File: config.mk
export PLATFORM = sky130hd
export DESIGN_NAME = ff_bank_multimode
export DESIGN_NICKNAME = d
export VERILOG_FILES = /design/src/rtl/ff_bank_multimode.sv
export SDC_FILE = /design/constraint.sdc
export NUM_CORES = 1
export LEC_CHECK = 0
export BUFFER_PORTS_ARGS = -buffer_cell sky130_fd_sc_hd__buf_2
export CORE_UTILIZATION = 40
export CTS_CLUSTER_SIZE = 28
export DETAILED_ROUTE_END_ITERATION = 10
export GPL_ROUTABILITY_DRIVEN = 1
export MAX_ROUTING_LAYER = met4
export SYNTH_ARGS = -nofsm -noshare
export SYNTH_HDL_FRONTEND = slang
export SYNTH_SLANG_ARGS = --single-unit
File: constraint.sdc
create_clock -name clk -period 1.89 [get_ports clk]
set_input_delay 0.0945 -clock clk [delete_from_list [all_inputs] [get_ports clk]]
set_output_delay 0.0945 -clock clk [all_outputs]
set_load 0.05 [all_outputs]
File: src/rtl/ff_bank_multimode.sv
// WIDTH-bit bank of mode-selectable flip-flops (D/T/JK/SR) with per-bit change
// pulses and sticky flags for illegal S=R=1 inputs in SR mode.
module ff_bank_multimode #(
  parameter int               WIDTH     = 8,
  parameter logic [WIDTH-1:0] RESET_VAL = {WIDTH{1'b0}}
) (
  input  logic             clk,
  input  logic             rst_n,
  input  logic             en,
  input  logic [1:0]       mode,
  input  logic [WIDTH-1:0] a,
  input  logic [WIDTH-1:0] b,
  input  logic             clr_err,
  output logic [WIDTH-1:0] q,
  output logic [WIDTH-1:0] q_changed,
  output logic [WIDTH-1:0] sr_err_bits,
  output logic             sr_err
);

  localparam logic [1:0] MODE_D  = 2'b00;
  localparam logic [1:0] MODE_T  = 2'b01;
  localparam logic [1:0] MODE_JK = 2'b10;
  localparam logic [1:0] MODE_SR = 2'b11;

  logic [WIDTH-1:0] q_reg, q_next;
  logic [WIDTH-1:0] changed_reg, changed_next;
  logic [WIDTH-1:0] err_reg, err_next, err_set;

  // Next state of one bit; the S=R=1 case holds so q stays a known value.
  function automatic logic bit_next(input logic [1:0] m, input logic qb,
                                    input logic x, input logic y);
    logic r;
    r = qb;
    case (m)
      MODE_D:  r = x;
      MODE_T:  r = qb ^ x;
      MODE_JK: begin
        case ({x, y})
          2'b01:   r = 1'b0;
          2'b10:   r = 1'b1;
          2'b11:   r = ~qb;
          default: r = qb;
        endcase
      end
      default: begin
        case ({x, y})
          2'b01:   r = 1'b0;
          2'b10:   r = 1'b1;
          default: r = qb;
        endcase
      end
    endcase
    return r;
  endfunction

  generate
    for (genvar gi = 0; gi < WIDTH; gi++) begin : g_bit
      assign q_next[gi]  = en ? bit_next(mode, q_reg[gi], a[gi], b[gi]) : q_reg[gi];
      assign err_set[gi] = en & (mode == MODE_SR) & a[gi] & b[gi];
    end
  endgenerate

  assign changed_next = q_next ^ q_reg;
  // A fresh set in the same cycle as clr_err survives for that bit.
  assign err_next     = (clr_err ? {WIDTH{1'b0}} : err_reg) | err_set;

  always_ff @(posedge clk or negedge rst_n) begin
    if (!rst_n) begin
      q_reg       <= RESET_VAL;
      changed_reg <= '0;
      err_reg     <= '0;
    end else begin
      q_reg       <= q_next;
      changed_reg <= changed_next;
      err_reg     <= err_next;
    end
  end

  assign q           = q_reg;
  assign q_changed   = changed_reg;
  assign sr_err_bits = err_reg;
  assign sr_err      = |err_reg;

endmodule
==> impl_metrics.sql <==
INSERT INTO impl_metrics (metric_group, metric, value, unit) VALUES
('layout', 'num-fill-cells', '418', ''),
('outcome', 'run_status', 'finished, final reports clean', ''),
('global_route', 'gr-usage-all-layers', '0.185', ''),
('global_route', 'number_of_global_route_vias_before_repair', '1329', ''),
('pwr', 'cellLeakagePower', '0.978', 'nW'),
('worst_setup_path', 'regToRegStartpoint', 'q[1]', ''),
('sta', 'final_worst_clock_skew', '0.00479', 'ns'),
('pwr', 'power_per_cell_area', '781', 'nW/um^2'),
('worst_setup_path', 'regToRegSetupSlack', '0.62', 'ns'),
('synthesis', 'cell_type_with_the_highest_aggregate_area_in_the_netlist', 'dfrtp_1', ''),
('cts', 'cts_setup_buffers', '0', ''),
('synthesis', 'synthTopCellsByCount', 'dfrtp_1, inv_1, nand2_1, or3b_1, o22ai_1', ''),
('global_route', 'grt_pass1_wl', '6100', 'um'),
('synthesis', 'postSynthCellCount', '187', ''),
('synthesis', 'synth_fp_nets', '217', ''),
('worst_setup_path', 'worstSetupEndpointType', 'primary output', ''),
('cts', 'clk_root_buffer_cell', 'clkbuf_8', ''),
('detailed_routing', 'dr_total_vias', '1505', ''),
('sta', 'post-route-period-util', '0.713', ''),
('floorplan', 'initial_utilization', '0.422', ''),
('floorplan', 'rows', '23', ''),
('cts', 'buffer_levels_on_the_longest_clock_path', '2', ''),
('detailed_routing', 'route.detailed.wl_per_inst', '13.4', 'um'),
('worst_setup_path', 'critical_path_class', 'reg2out', ''),
('min_path', 'hold-path-endpoint', 'sr_err_bits[7]', ''),
('worst_setup_path', 'data_arrival_time_of_the_critical_path', '1.25', 'ns'),
('sta', 'achievable-frequency', '743', 'MHz'),
('detailed_routing', 'detail_route.iter0.violations', '76', ''),
('sta', 'finalSetupViolCount', '0', ''),
('layout', 'diodes', '0', ''),
('sta', 'slew_headroom', '0.631', ''),
('min_path', 'hold_start', 'b[7]', ''),
('cts', 'clk_pin_slew', '0.09', 'ns'),
('global_route', 'grt_start_max_net_pins', '35', ''),
('floorplan', 'floorplan.die.height', '67.2', 'um'),
('placement', 'gp_routability_congestion', '0.786', ''),
('layout', 'final_nets', '257', ''),
('detailed_routing', 'wirelength', '3690', 'um'),
('synthesis', 'dominant_cells_by_area_after_synthesis', 'dfrtp_1, or3b_1, ha_1, o22ai_1, inv_1', ''),
('layout', 'area_of_the_multi_input_gates', '917', 'um^2'),
('cts', 'worstSkewPairLatency', '0.27', 'ns'),
('synthesis', 'synth_largest_type_area_fraction', '0.353', ''),
('synthesis', 'synth.avg_cell_area', '9.09', 'um^2'),
('global_route', 'global_route.overflow_total', '0', ''),
('layout', 'flow.area_growth_from_synthesis', '15.3', '%'),
('synthesis', 'synth_edf_count', '0', ''),
('detailed_routing', 'vias_per_cell', '5.47', ''),
('placement', 'dpl_cells', '271', ''),
('layout', 'finish.cell_count_without_fillers', '275', ''),
('worst_setup_path', 'timing.critical_path.from_type', 'flop', ''),
('synthesis', 'ys_ff_latch', '24', ''),
('synthesis', 'ys_async_sr_fraction', '1.00', ''),
('placement', 'dp.final_hpwl', '2690', 'um'),
('sta', 'final-max-slew-violation-count', '0', ''),
('detailed_routing', 'firstDrtPassIters', '5', ''),
('synthesis', 'synthesis.yosys.warnings', '0', ''),
('floorplan', 'core_area', '4030', 'um^2'),
('layout', 'seq_area', '601', 'um^2'),
('floorplan', 'fp.dieW', '67.2', 'um'),
('floorplan', 'pin_count', '47', ''),
('synthesis', 'netlist_area', '1700', 'um^2'),
('worst_setup_path', 'reg2reg_to', 'q_changed[1]', ''),
('cts', 'cts_tree', 'done', ''),
('worst_setup_path', 'required_time_of_the_critical_path', '1.80', 'ns'),
('synthesis', 'yosys.cell_types.count', '22', ''),
('sta', 'rsz0062_at_grt', 'false', ''),
('synthesis', 'synth_ff_type', 'dfrtp_1', ''),
('synthesis', 'synth.yosys.seq_area_share', '0.353', ''),
('cts', 'cts-htree-levels', '1', ''),
('job', 'number_of_max_capacitance_violations_reported', '0', ''),
('cts', 'sinks_on_clock_net', '24', '');
-- power breakdown --
group          internal, W  total (W)  switching [W]
clock             0.000143   0.000306       0.000163
combinational     0.000185   0.000601       0.000416
sequential        0.000573   0.000624      0.0000510
total             0.000901    0.00153       0.000630
-- stage by stage --
step | utilization | cell area [um^2] | total power [W] | hold slack (ns) | worst slack (ns)
2_1_floorplan | - | 1700 | 0.00109 | -0.201 | 0.472
3_3_place_gp | 0.474 | 1910 | 0.00124 | 0.113 | 0.456
3_5_place_dp | 0.474 | 1910 | 0.00124 | 0.120 | 0.428
4_1_cts | 0.486 | 1960 | 0.00155 | 0.0859 | 0.511
5_1_grt | 0.486 | 1960 | 0.00163 | 0.0802 | 0.438
6_report | 0.486 | 1960 | 0.00153 | 0.0926 | 0.543
-- metal layers --
metal,share of wire,wire [um],vias up,track usage
met2,0.45,1650,35,0.280
met1,0.51,1890,696,0.259
met4,0.0051,19,0,0.0479
met5,0,0,-,-
li1,-,-,770,-
met3,0.036,132,4,0.0253
-- worst max path at each step --
stage / from / endpoint / slack (ns)
2_1_floorplan: q[5] / q[5] / 0.47
3_3_place_gp: mode[1] / q[7] / 0.46
3_5_place_dp: mode[1] / q[6] / 0.43
4_1_cts: sr_err_bits[6] / sr_err / 0.51
5_1_grt: sr_err_bits[2] / sr_err / 0.44
6_report: sr_err_bits[6] / sr_err / 0.54
-- worst max-delay path: stages, from the launching register on --
cell     delay (ns)
dfrtp_1        0.40
nor4_1         0.30
nand2_1        0.08
buf_2          0.21
-- placed cells by master (no fill, tap or decap) --
cell type	Yosys	final
buf_4	1	1
buf_2	7	46
nand2_1	18	18
o32a_1	8	8
o21ai_0	8	8
a21bo_1	8	8
nor2_1	9	9
nand4_1	8	8
clkbuf_8	0	3
o32ai_1	1	1
dlygate4sd3_1	0	1
or3b_1	16	16
maj3_1	3	3
maj3_2	5	5
ha_1	8	8
dfrtp_1	24	24
nand3_4	1	1
o2111ai_1	7	7
inv_1	24	24
o22ai_1	15	15
nor4_1	2	2
nand3_1	9	9
-- cells by family after synthesis --
| logic type | Yosys count | share of synthesized area |
|---|---|---|
| flip-flops | 24 | 0.353 |
| buffers and inverters | 37 | 0.107 |
| adder cells (fa/ha/maj) | 16 | 0.110 |
| AND/OR/NAND/NOR | 63 | 0.216 |
| AO/OA/AOI/OAI | 47 | 0.214 |
-- timing repair --
action / in CTS / in global routing
hold endpoints to repair: 24 / 0
endpoints found under the setup margin: 0 / 0
hold buffers: 1 / 0
-- area by class of cell --
type | instances | area share
multi-input cells | 126 | 0.468
repair buffers | 48 | 0.126
well taps | 50 | 0.0319
flip-flops and latches | 24 | 0.307
clock buffers | 3 | 0.0211
inverters | 24 | 0.0460
Note: power is estimated with default switching activity, not from simulation.
